$ cat src/rtl/dm_arb_pkg.sv
// Shared types and sizes for the two-port data-memory arbiter.
package dm_arb_pkg;

   localparam int ADDR_W           = 12;
   localparam int DATA_W           = 16;
   localparam int DM_DEPTH_DEFAULT = 32;

   typedef enum logic [1:0] {
      IDLE   = 2'd0,
      ACCESS = 2'd1,
      RESP   = 2'd2
   } arbState_t;

endpackage

$ cat src/rtl/dm_arbiter_if.sv
// Requester handshakes plus data-memory port of the arbiter.
// master = requesters/memory side, slave = arbiter side.
interface dm_arbiter_if;
   import dm_arb_pkg::*;

   logic              req0, req1;
   logic              we0, we1;
   logic [ADDR_W-1:0] addr0, addr1;
   logic [DATA_W-1:0] wdata0, wdata1;
   logic              gnt0, gnt1;
   logic              done0, done1;
   logic [DATA_W-1:0] rdata0, rdata1;
   logic              err0, err1;
   logic              we_DM;
   logic [ADDR_W-1:0] addDM;
   logic [DATA_W-1:0] dataDM;
   logic [DATA_W-1:0] outDM;

   modport master (
      output req0, req1, we0, we1, addr0, addr1, wdata0, wdata1, outDM,
      input  gnt0, gnt1, done0, done1, rdata0, rdata1, err0, err1,
      input  we_DM, addDM, dataDM
   );

   modport slave (
      input  req0, req1, we0, we1, addr0, addr1, wdata0, wdata1, outDM,
      output gnt0, gnt1, done0, done1, rdata0, rdata1, err0, err1,
      output we_DM, addDM, dataDM
   );

endinterface

$ cat src/rtl/rr_arb2.sv
// Two-way round-robin pick: a tie goes to the port not granted last,
// a lone request always wins.
module rr_arb2 (
   input  logic [1:0] req,
   input  logic       lastGrant,
   output logic [1:0] grant
);

   always_comb begin
      grant = req;
      if (&req) grant = lastGrant ? 2'b01 : 2'b10;
   end

endmodule

$ cat src/rtl/dm_arbiter.sv
// Two-requester data-memory arbiter, one transaction per three cycles.
// Optional address range check enabled by defining DM_ARB_ADDR_CHK_EN.
//
// state  | meaning
// IDLE   | arbitrate; gnt asserted combinationally, request latched on the edge
// ACCESS | latched address/data driven to memory, write strobe if a write
// RESP   | done pulse to the winner, read data taken from outDM
module dm_arbiter
   import dm_arb_pkg::*;
#(
   parameter int DM_DEPTH = DM_DEPTH_DEFAULT
) (
   input  logic          clk,
   input  logic          rst,
   dm_arbiter_if.slave   bus
);

   arbState_t         state, nextState;
   logic [1:0]        grant;
   logic              lastGrant;
   logic              arbEn;
   logic              latWe;
   logic              latId;
   logic [ADDR_W-1:0] latAddr;
   logic [DATA_W-1:0] latWdata;
   logic              addrInRange;
   logic              addrOk;

   rr_arb2 uRrArb2 (
      .req       ({bus.req1, bus.req0}),
      .lastGrant (lastGrant),
      .grant     (grant)
   );

   assign arbEn       = (state == IDLE) && !rst;
   assign addrInRange = {20'd0, latAddr} < 32'(DM_DEPTH);

`ifdef DM_ARB_ADDR_CHK_EN
   assign addrOk = addrInRange;
`else
   assign addrOk = 1'b1 | addrInRange;
`endif

   always_ff @(posedge clk) begin
      if (rst) state <= IDLE;
      else     state <= nextState;
   end

   always_comb begin
      nextState = state;
      case (state)
         IDLE:    if (bus.req0 || bus.req1) nextState = ACCESS;
         ACCESS:  nextState = RESP;
         RESP:    nextState = IDLE;
         default: nextState = IDLE;
      endcase
   end

   // lastGrant resets to 1 so the first tie goes to port 0
   always_ff @(posedge clk) begin
      if (rst) begin
         lastGrant <= 1'b1;
         latId     <= 1'b0;
         latWe     <= 1'b0;
         latAddr   <= '0;
         latWdata  <= '0;
      end else if (arbEn && (grant != 2'b00)) begin
         lastGrant <= grant[1];
         latId     <= grant[1];
         latWe     <= grant[1] ? bus.we1    : bus.we0;
         latAddr   <= grant[1] ? bus.addr1  : bus.addr0;
         latWdata  <= grant[1] ? bus.wdata1 : bus.wdata0;
      end
   end

   // addDM/dataDM follow the latches, which only move on a grant and so hold
   // the last ACCESS values everywhere else
   always_comb begin
      bus.gnt0   = arbEn & grant[0];
      bus.gnt1   = arbEn & grant[1];
      bus.we_DM  = (state == ACCESS) & latWe & addrOk & !rst;
      bus.addDM  = latAddr;
      bus.dataDM = latWdata;
      bus.done0  = 1'b0;
      bus.done1  = 1'b0;
      bus.rdata0 = '0;
      bus.rdata1 = '0;
      bus.err0   = 1'b0;
      bus.err1   = 1'b0;
      if ((state == RESP) && !rst) begin
         if (latId) begin
            bus.done1  = 1'b1;
            bus.rdata1 = (!latWe && addrOk) ? bus.outDM : '0;
            bus.err1   = !addrOk;
         end else begin
            bus.done0  = 1'b1;
            bus.rdata0 = (!latWe && addrOk) ? bus.outDM : '0;
            bus.err0   = !addrOk;
         end
      end
   end

endmodule

$ cat src/flat_wrapper.sv
// flat-port wrapper written by rule: the top's interface ports become plain ports
module dm_arbiter_flat import dm_arb_pkg::*;
#(
   parameter int DM_DEPTH = DM_DEPTH_DEFAULT
)
  (clk, rst, bus_req0, bus_req1, bus_we0, bus_we1, bus_addr0, bus_addr1, bus_wdata0, bus_wdata1, bus_outDM, bus_gnt0, bus_gnt1, bus_done0, bus_done1, bus_rdata0, bus_rdata1, bus_err0, bus_err1, bus_we_DM, bus_addDM, bus_dataDM);
  dm_arbiter_if bus_i ();
  input  logic clk;
  input  logic rst;
  input wire logic [$bits(bus_i.req0)-1:0] bus_req0;
  input wire logic [$bits(bus_i.req1)-1:0] bus_req1;
  input wire logic [$bits(bus_i.we0)-1:0] bus_we0;
  input wire logic [$bits(bus_i.we1)-1:0] bus_we1;
  input wire logic [$bits(bus_i.addr0)-1:0] bus_addr0;
  input wire logic [$bits(bus_i.addr1)-1:0] bus_addr1;
  input wire logic [$bits(bus_i.wdata0)-1:0] bus_wdata0;
  input wire logic [$bits(bus_i.wdata1)-1:0] bus_wdata1;
  input wire logic [$bits(bus_i.outDM)-1:0] bus_outDM;
  output wire logic [$bits(bus_i.gnt0)-1:0] bus_gnt0;
  output wire logic [$bits(bus_i.gnt1)-1:0] bus_gnt1;
  output wire logic [$bits(bus_i.done0)-1:0] bus_done0;
  output wire logic [$bits(bus_i.done1)-1:0] bus_done1;
  output wire logic [$bits(bus_i.rdata0)-1:0] bus_rdata0;
  output wire logic [$bits(bus_i.rdata1)-1:0] bus_rdata1;
  output wire logic [$bits(bus_i.err0)-1:0] bus_err0;
  output wire logic [$bits(bus_i.err1)-1:0] bus_err1;
  output wire logic [$bits(bus_i.we_DM)-1:0] bus_we_DM;
  output wire logic [$bits(bus_i.addDM)-1:0] bus_addDM;
  output wire logic [$bits(bus_i.dataDM)-1:0] bus_dataDM;
  assign bus_i.req0 = bus_req0;
  assign bus_i.req1 = bus_req1;
  assign bus_i.we0 = bus_we0;
  assign bus_i.we1 = bus_we1;
  assign bus_i.addr0 = bus_addr0;
  assign bus_i.addr1 = bus_addr1;
  assign bus_i.wdata0 = bus_wdata0;
  assign bus_i.wdata1 = bus_wdata1;
  assign bus_i.outDM = bus_outDM;
  assign bus_gnt0 = bus_i.gnt0;
  assign bus_gnt1 = bus_i.gnt1;
  assign bus_done0 = bus_i.done0;
  assign bus_done1 = bus_i.done1;
  assign bus_rdata0 = bus_i.rdata0;
  assign bus_rdata1 = bus_i.rdata1;
  assign bus_err0 = bus_i.err0;
  assign bus_err1 = bus_i.err1;
  assign bus_we_DM = bus_i.we_DM;
  assign bus_addDM = bus_i.addDM;
  assign bus_dataDM = bus_i.dataDM;
  dm_arbiter #(.DM_DEPTH(DM_DEPTH)) u_core (.clk(clk), .rst(rst), .bus(bus_i));
endmodule
$ cat config.mk
export PLATFORM = sky130hd
export DESIGN_NAME = dm_arbiter_flat
export DESIGN_NICKNAME = d
export VERILOG_FILES = /design/src/rtl/dm_arb_pkg.sv /design/src/rtl/dm_arbiter_if.sv /design/src/rtl/rr_arb2.sv /design/src/rtl/dm_arbiter.sv /design/src/flat_wrapper.sv
export SDC_FILE = /design/constraint.sdc
export NUM_CORES = 1
export LEC_CHECK = 0
export CAP_MARGIN = 20
export CORE_AREA = 8 8 100 75
export DETAILED_ROUTE_END_ITERATION = 7
export DIE_AREA = 0 0 108 83
export GPL_TIMING_DRIVEN = 1
export PLACE_DENSITY_LB_ADDON = 0.05
export SLEW_MARGIN = 20
export SYNTH_ARGS = -nofsm -noshare
export SYNTH_HDL_FRONTEND = slang
export SYNTH_SLANG_ARGS = --single-unit
$ cat constraint.sdc
create_clock -name clk -period 2.7 [get_ports clk]
set_input_delay 0.81 -clock clk [delete_from_list [all_inputs] [get_ports clk]]
set_output_delay 0.81 -clock clk [all_outputs]
set_load 0.02 [all_outputs]
Yosys cells after proc, flatten, opt, wreduce, memory -nomap -nowiden
Cells that the tools add are included.
- register bits after elaboration: 33
- input bits: 78
- output and inout bits: 67
- logic and storage cells: 37
- equal/unequal tests: 3
- mux-type cells: 16
- bitwise logic cells: 4
- reduce and logical (&&, ||, !) cells: 8
- operator list (operator ; count):
    16-bit two-way mux ; 6
    12-bit two-way mux ; 1
    2-bit two-way mux ; 3
    1-bit two-way mux ; 5
    1-bit AND ; 4
    2-bit one-hot mux with 2 select lines ; 1
    1-bit logical AND ; 3
    2-bit by 1-bit == test with 1-bit output (second input constant) ; 1
    2-bit == test (second input constant) ; 1
    2-bit zero test ; 1
    2-bit != test (second input constant) ; 1
    2-bit AND reduction ; 1
    2-bit nonzero test ; 1
    1-bit zero test ; 1
    1-bit logical OR ; 1

Depth between registers and ports, before layout
Gate-level depths: netlist of the first run.
- depth after elaboration: 4
- mapped depth: 6
- depth with buffers taken out: 3

Hierarchy
A second synthesis of the first run with hierarchy kept.
- cell total of the unflattened synthesis: 211
- area, all modules: 1828.0 um^2
- by module, submodules not included (module ; instances ; cells each ; area an instance (um^2) ; seq. area each (um^2)):
    dm_arbiter ; 1 ; 208 ; 1809.2 ; 660.6
    rr_arb2 ; 1 ; 3 ; 18.8 ; 0.0

Worst setup path after synthesis of the first run
OpenSTA, ideal clock, no wires.
- path kind: input port to output port
- from: in bus_req1
- to: out bus_gnt0
- data arrival time: 1.873 ns
- data required time: 1.890 ns
- slack: 0.017 ns
- stages on the path: 3
- path buffers: 1
- cells stage by stage: nor2b_1 > buf_2 > nor4bb_1
- word-level cells in the longest chain between the ends: 3
- RTL lines (what ; line ; text):
    start, declared ; flat_wrapper.sv:11 ; input wire logic [$bits(bus_i.req1)-1:0] bus_req1;
    2-bit AND reduction ; rr_arb2.sv:11 ; if (&req) grant = lastGrant ? 2'b01 : 2'b10;
    2-bit two-way mux ; rr_arb2.sv:11 ;
    1-bit AND ; dm_arbiter.sv:79 ; bus.gnt0 = arbEn & grant[0];
    end, declared ; flat_wrapper.sv:19 ; output wire logic [$bits(bus_i.gnt0)-1:0] bus_gnt0;
No other way between the ends.

Worst setup path in the final report of the first run
- from: in bus_req0
- to: out bus_gnt1
- word-level cells in the longest chain between the ends: 3
- RTL lines (what ; line ; text):
    start, declared ; flat_wrapper.sv:10 ; input wire logic [$bits(bus_i.req0)-1:0] bus_req0;
    2-bit AND reduction ; rr_arb2.sv:11 ;
    2-bit two-way mux ; rr_arb2.sv:11 ;
    1-bit AND ; dm_arbiter.sv:80 ; bus.gnt1 = arbEn & grant[1];
    end, declared ; flat_wrapper.sv:20 ; output wire logic [$bits(bus_i.gnt1)-1:0] bus_gnt1;
No other way between the ends.

==> reports/summary.txt, run 1 <==
Final worst path period share: 97.70%
Global-route wire length before repair: 12530 microns
Crit path launch: bus_req0
Proportion of synthesized area in mux cells: 0%
Initial cell density of the core: 33.25%
GRT Resource Usage Total: 17.09%
Post-route worst hold slack: 0.4827 ns
Critical-path cell list: clkdlybuf4s50_1 > a21bo_2 > nor4_2 > buf_4
Total global routing overflow: 0
Power density over cell area: 449.1 nW/um^2
Worst-Skew Late Latency: 0.28 ns
Peak supply drop: 231.4 uV
Initial DRC count: 85
Hold crit path type: reg2reg
H-tree levels: 2
Post-synthesis share of cell area spent on xor and xnor gates: 0%
Endpoint class of the critical path: primary output
Largest net degree at the start of global routing: 32
Clock tree from TritonCTS: built
Detailed-route via count: 2338
Unrepaired setup endpoints after global routing: no
Crit path buf inv count: 2
Launching point of the worst reg2reg path: u_core.state[1]$_SDFFE_PP0P_
First-pass DRT Iterations: 4
Maximum single-stage delay on the critical path: 0.44 ns
DRC viols: 0
Via count of the first global-routing pass: 2350
Fraction of layout cells with a size suffix above 1: 25.97%
Number of antenna-violating nets in the routed design: 0
Vertical extent of the die: 83 microns
Commonest non-fill, non-tap cell in the layout: sky130_fd_sc_hd__clkdlybuf4s50_1
Largest clock skew in the final design: 0.005211 ns
Detailed-route vias per instance: 5.050
Num ports: 145
Combined area of all synthesized cells: 1987 sq um
Type of origin of the critical path: input port
Main combinational cell family by area after synthesis: simple AND/OR/NAND/NOR gates
Syn-to-layout area delta: 73.30%
Depth of the critical timing path with buffers and inverters included: 4
Quantity of hold-fixing buffers added after cts: 0
Inserted Clock Buffers: 5
Post-synthesis cell count: 251
Worst endpoint data arrival time: 1.83 ns
Highest-count cells in the layout ignoring fill and taps: 103 x sky130_fd_sc_hd__clkdlybuf4s50_1, 58 x sky130_fd_sc_hd__nor4_1, 33 x sky130_fd_sc_hd__dfxtp_1, 31 x sky130_fd_sc_hd__nor2_1, 31 x sky130_fd_sc_hd__buf_2
Adder and majority cell fraction of the synthesized area: 0%
Std cell rows: 24
Worst slew pin tran: 0.5180 ns
Share of the synthesized area in compound gates (AO/OA/AOI/OAI): 8.564%
Die W: 108 microns
Worst-case register-to-register setup slack: 1.05 ns
Status: complete, no violations
Crit path setup slack, layout: 0.06212 ns
Yosys warning count: 0
Post-synthesis sequential area ratio: 33.25%
Headroom to the max-slew limit: 65.47%
Placeable core region: 5976 sq um
Number of antenna violations at the first check in global routing: 0
Terminus of the critical flop-to-flop path: u_core.bus.dataDM[3]$_SDFFE_PP0P_
Time the final worst path needs with I/O delays and setup: 2.638 ns
Synth Area in Simple Gates: 48.93%
Number of clock sinks: 33
Required arrival time at the worst endpoint: 1.89 ns
Leakage power of the design: 1.389 nW
Post-CTS Repair Setup Buffers: 0
Mean Syn Cell Area: 7.916 sq um
Hold violation total from the final report: 0
Clock root buffer: sky130_fd_sc_hd__clkbuf_8
Type of the worst setup path: in2out
Buffers on Ports: 142
Clk buf depth: 2
Wire length after detailed routing: 7928 microns
Count of different cell masters after synthesis: 25
Detailed placement HPWL: 5856 microns
Seq cells post-synth: 33
Kind of cell with the highest combined delay on the critical path: buffers and inverters
Post-Place Cells: 456
Final setup fails: 0
Crit path max fanout: 3
Number of cell instances on the worst register-to-register path: 5
Die area: 8964 sq um
# Max-Cap Violations: 0
Crit path capture: bus_gnt1
Highest clock frequency the design can meet: 379.1 MHz
Number of nets in the layout: 463
Clock slew at reported path FFs: 0.07 ns
Slew Limit Fails: 0
Antenna fix cells: 0
Global placer's final weighted congestion: 0.7408
Minimum setup slack after placement: -0.6033 ns
Critical-path top delay cell: sky130_fd_sc_hd__clkdlybuf4s50_1
Routed len/inst: 17.12 microns
Post-layout instance count excluding filler cells: 463
final cells by class:
cell class              count  area [sq um]
well taps                  78         97.59
inverters                   2         7.507
fillers                   575          2532
clock inverters             1         7.507
repair buffers            160          1421
multi-input cells         183          1166
flip-flops and latches     33         660.6
clock buffers               6         82.58
tightest hold or removal path: cells and delay by family, from the launching register on:
family | cells | cell delay (ns)
AND/OR/NAND/NOR | 1 | 0.05
flip-flops | 1 | 0.32
AO/OA/AOI/OAI | 1 | 0.06
cells in the mapped netlist:
cell type	n	area [sq um]
sky130_fd_sc_hd__nor4_1	59	369.1
sky130_fd_sc_hd__dfxtp_1	33	660.6
sky130_fd_sc_hd__nor2_1	32	120.1
sky130_fd_sc_hd__a21oi_1	30	150.1
sky130_fd_sc_hd__nor3_2	29	290.3
sky130_fd_sc_hd__clkbuf_1	17	63.81
sky130_fd_sc_hd__nand2b_1	17	106.4
sky130_fd_sc_hd__buf_2	12	60.06
sky130_fd_sc_hd__buf_6	3	33.78
sky130_fd_sc_hd__buf_4	2	15.01
sky130_fd_sc_hd__inv_2	2	7.510
sky130_fd_sc_hd__nand2_1	2	7.510
sky130_fd_sc_hd__a21bo_2	1	10.01
sky130_fd_sc_hd__a221o_1	1	10.01
sky130_fd_sc_hd__and2_1	1	6.260
sky130_fd_sc_hd__and3b_1	1	8.760
sky130_fd_sc_hd__conb_1	1	3.750
sky130_fd_sc_hd__nor2_2	1	6.260
sky130_fd_sc_hd__nor2b_1	1	6.260
sky130_fd_sc_hd__nor3b_1	1	7.510
sky130_fd_sc_hd__nor3b_2	1	12.51
sky130_fd_sc_hd__nor4bb_1	1	10.01
sky130_fd_sc_hd__or2_1	1	6.260
sky130_fd_sc_hd__or3_1	1	6.260
sky130_fd_sc_hd__or3b_1	1	8.760
metrics by stage:
stage | util (%) | cell area (sq um) | TNS, ns | power [W]
after global placement | 58.86 | 3517 | -19.73 | 0.001175
final | 57.62 | 3443 | 0 | 0.001547
after detailed placement | 58.86 | 3517 | -20.50 | 0.001178
after CTS | 57.31 | 3425 | 0 | 0.001564
after global routing | 57.62 | 3443 | 0 | 0.001637
after floorplan | - | 1991 | 0 | 0.0008867
per-layer routing:
metal  routed length (microns)  global-route usage (%)  vias to the layer above
li1                          -                       -                     1173
met1                      3435                   20.95                     1067
met2                      3677                   26.94                       92
met3                       748                   7.330                        6
met4                        66                   3.518                        0
met5                         0                       0                        -
report_power, final:
part           internal (W)  total (W)  switching, W
clock network      0.000202   0.000389      0.000187
registers          0.000544   0.000582     0.0000382
logic              0.000293   0.000576      0.000282
sequential cells by signal (all words and copies together) (netlist names):
name and flops:
u_core.state 2, u_core.latId 1, u_core.bus.addDM 12, u_core.bus.dataDM 16, u_core.lastGrant 1, u_core.latWe 1
repair_timing:
item                       in CTS  in global routing
hold endpoints to repair        0                  0
setup endpoints to repair      37                 20
pin swaps                       3                  2
gates resized for setup       154                  6
how the worst min path moves through the flow:
stage,endpoint,start,depth (start not counted)
2_1_floorplan,u_core.latId$_SDFFE_PP0P_,u_core.latId$_SDFFE_PP0P_,2
3_3_place_gp,u_core.latId$_SDFFE_PP0P_,u_core.latId$_SDFFE_PP0P_,2
3_5_place_dp,u_core.latId$_SDFFE_PP0P_,u_core.latId$_SDFFE_PP0P_,2
4_1_cts,u_core.latId$_SDFFE_PP0P_,u_core.latId$_SDFFE_PP0P_,2
5_1_grt,u_core.latId$_SDFFE_PP0P_,u_core.latId$_SDFFE_PP0P_,2
6_report,u_core.latId$_SDFFE_PP0P_,u_core.latId$_SDFFE_PP0P_,2
cells by family (layout without fill, tap and decap cells):
logic type | count (synthesis) | in the layout
flops | 33 | 33
buf+inv | 36 | 169
other cells | 1 | 2
simple gates | 149 | 149
compound gates | 32 | 32
Power figures use the tool's default switching activity.
==> run 2: changes to the inputs <==
- CELL_PAD_IN_SITES_DETAIL_PLACEMENT: unset -> 0
- CELL_PAD_IN_SITES_GLOBAL_PLACEMENT: unset -> 1
- CORE_AREA: 8 8 100 75 -> 8 8 121 89
- DIE_AREA: 0 0 108 83 -> 0 0 129 97
- PLACE_DENSITY: unset -> 0.84
- PLACE_DENSITY_LB_ADDON: 0.05 -> unset
==> run 2 against run 1 <==
  * Worst hold slack better by 0.010 ns
  * Global-route usage shrank 3.5 points
  * Clock skew shrank 0.0018 ns
  * Register-to-register slack about the same
  * Routed wire length up 9.3%
  * Cell area up 3.9%
  * Sequential power up 1%
  * Via count grew 0.94%
==> reports/summary.txt, run 2 (same netlist as run 1, synthesis figures left out) <==
Headroom to the max-slew limit: 63.58%
Initial DRC count: 154
Number of clock sinks: 33
Critical-path cell list: dlygate4sd2_1 > nor3b_2 > nand2_1 > buf_12 > nor2_1 > buf_4
Vertical extent of the die: 97 microns
Post-place instance area: 3582 sq um
Number of nets in the layout: 464
Worst-Skew Late Latency: 0.27 ns
Launching point of the worst reg2reg path: u_core.state[1]$_SDFFE_PP0P_
Type of origin of the critical path: input port
Final setup fails: 0
H-tree levels: 2
Minimum setup slack after placement: -0.5991 ns
Status: complete, no violations
Fillcell total: 917
Worst slew pin tran: 0.5456 ns
Detailed-route vias per instance: 4.618
Leakage power of the design: 1.429 nW
Hold endpoint: u_core.latId$_SDFFE_PP0P_
Clock tree from TritonCTS: built
Overall Power: 0.001720 W
Die area: 12510 sq um
Inserted Clock Buffers: 5
Num ports: 145
Power density over cell area: 480.9 nW/um^2
Number of cell instances on the worst register-to-register path: 4
Type of the worst setup path: in2out
Detail Route met3 WL: 784 microns
Total met2 wirelength after detailed routing: 3981 microns
Syn-to-layout area delta: 80.04%
Max Used Layer: met4
Placeable core region: 8890 sq um
Fraction of layout cells with a size suffix above 1: 26.36%
Largest clock skew in the final design: 0.003376 ns
Slew Limit Fails: 0
Commonest non-fill, non-tap cell in the layout: sky130_fd_sc_hd__clkdlybuf4s50_1
Detailed placement HPWL: 6658 microns
Std cell rows: 29
Worst endpoint data arrival time: 1.82 ns
Via count of the first global-routing pass: 2508
Post-route cell area: 3577 sq um
Total global routing overflow: 0
Detailed-routing wirelength on met1: 3841 microns
Flip-flop count of the largest register, all copies and words added: 16
Worst hold path startpoint: u_core.latId$_SDFFE_PP0P_
Hold violation total from the final report: 0
Crit path launch: rst
Time the final worst path needs with I/O delays and setup: 2.626 ns
Initial cell density of the core: 22.35%
Unrepaired setup endpoints after global routing: no
Final design utilization: 40.24%
Buffers on Ports: 142
Total negative slack for setup checks: 0 ns
Crit path setup slack, layout: 0.07440 ns
Die W: 129 microns
Worst-case register-to-register setup slack: 1.05 ns
Clock root buffer: sky130_fd_sc_hd__clkbuf_16
Critical-path top delay cell: sky130_fd_sc_hd__dlygate4sd2_1
Crit path max fanout: 17
DRC viols: 0
Global-route wire length before repair: 13910 microns
Hold crit path type: reg2reg
Number of antenna violations at the first check in global routing: 0
Number of cells traversed by the worst hold path: 2
Detailed-route via count: 2360
Final worst path period share: 97.24%
First-pass DRT Iterations: 4
Routed len/inst: 16.96 microns
GRT Resource Usage Total: 13.58%
Peak supply drop: 257.7 uV
Required arrival time at the worst endpoint: 1.89 ns
Antenna fix cells: 0
Number of antenna-violating nets in the routed design: 0
Clk buf depth: 2
Clock slew at reported path FFs: 0.05 ns
Highest clock frequency the design can meet: 380.9 MHz
Quantity of hold-fixing buffers added after cts: 0
Wire length after detailed routing: 8669 microns
# Max-Cap Violations: 0
Highest-count cells in the layout ignoring fill and taps: 102 x sky130_fd_sc_hd__clkdlybuf4s50_1, 58 x sky130_fd_sc_hd__nor4_1, 33 x sky130_fd_sc_hd__dfxtp_1, 32 x sky130_fd_sc_hd__nor2_1, 30 x sky130_fd_sc_hd__a21oi_1
Largest net degree at the start of global routing: 32
Terminus of the critical flop-to-flop path: u_core.lastGrant$_SDFFE_PP1P_
Endpoint class of the critical path: primary output
Maximum single-stage delay on the critical path: 0.26 ns
Global placer's final weighted congestion: 0.7536
## run 2: worst max path at each step
stage | cells past startpoint | endpoint | slack [ns]
detailed placement | 6 | bus_rdata1[2] | -0.60
finish | 6 | bus_rdata1[9] | 0.07
global route | 6 | bus_rdata1[14] | 0.008
floorplan | 3 | bus_gnt0 | 0.02
global placement | 4 | bus_gnt1 | -0.60
CTS | 4 | bus_gnt1 | 0.03
## run 2: area by class of cell
cell class              instances  area (sq um)  share of cell area, %
repair buffers                161          1441                  40.29
multi-input cells             183          1170                  32.70
flip-flops and latches         33         660.6                  18.47
well taps                     124         155.1                  4.337
clock buffers                   5         125.1                  3.498
clock inverters                 3         17.52                 0.4897
inverters                       2         7.507                 0.2099
## run 2: report_power, final
| group | total [W] | leakage (nW) | internal, W | switching, W |
|---|---|---|---|---|
| Combinational | 0.000582 | 1.08 | 0.000296 | 0.000286 |
| Clock | 0.000551 | 0.0696 | 0.000338 | 0.000213 |
| Sequential | 0.000588 | 0.275 | 0.000545 | 0.0000432 |
## run 2: per-stage QoR
step,instances,hold slack [ns]
2_1_floorplan,252,0.4445
6_report,511,0.4931
3_3_place_gp,503,0.4686
4_1_cts,511,0.5009
5_1_grt,511,0.5361
3_5_place_dp,503,0.4855
## run 2: per-layer routing
layer  global-route usage, %  up-vias
met4                   2.340        0
met5                       0        -
met1                   17.26     1065
met2                   21.75      108
met3                   4.770        7
li1                        -     1180
## run 2: critical path, delay by kind of cell
family,cells,cell delay (ns)
buffers and inverters,3,0.57
and+or+nand+nor,3,0.42
## run 2: timing repair
action	in CTS	in global routing
buffers inserted	0	0
pin swaps	2	1
endpoints found under the hold margin	0	0
endpoints found under the setup margin	37	6
resized for setup	164	2
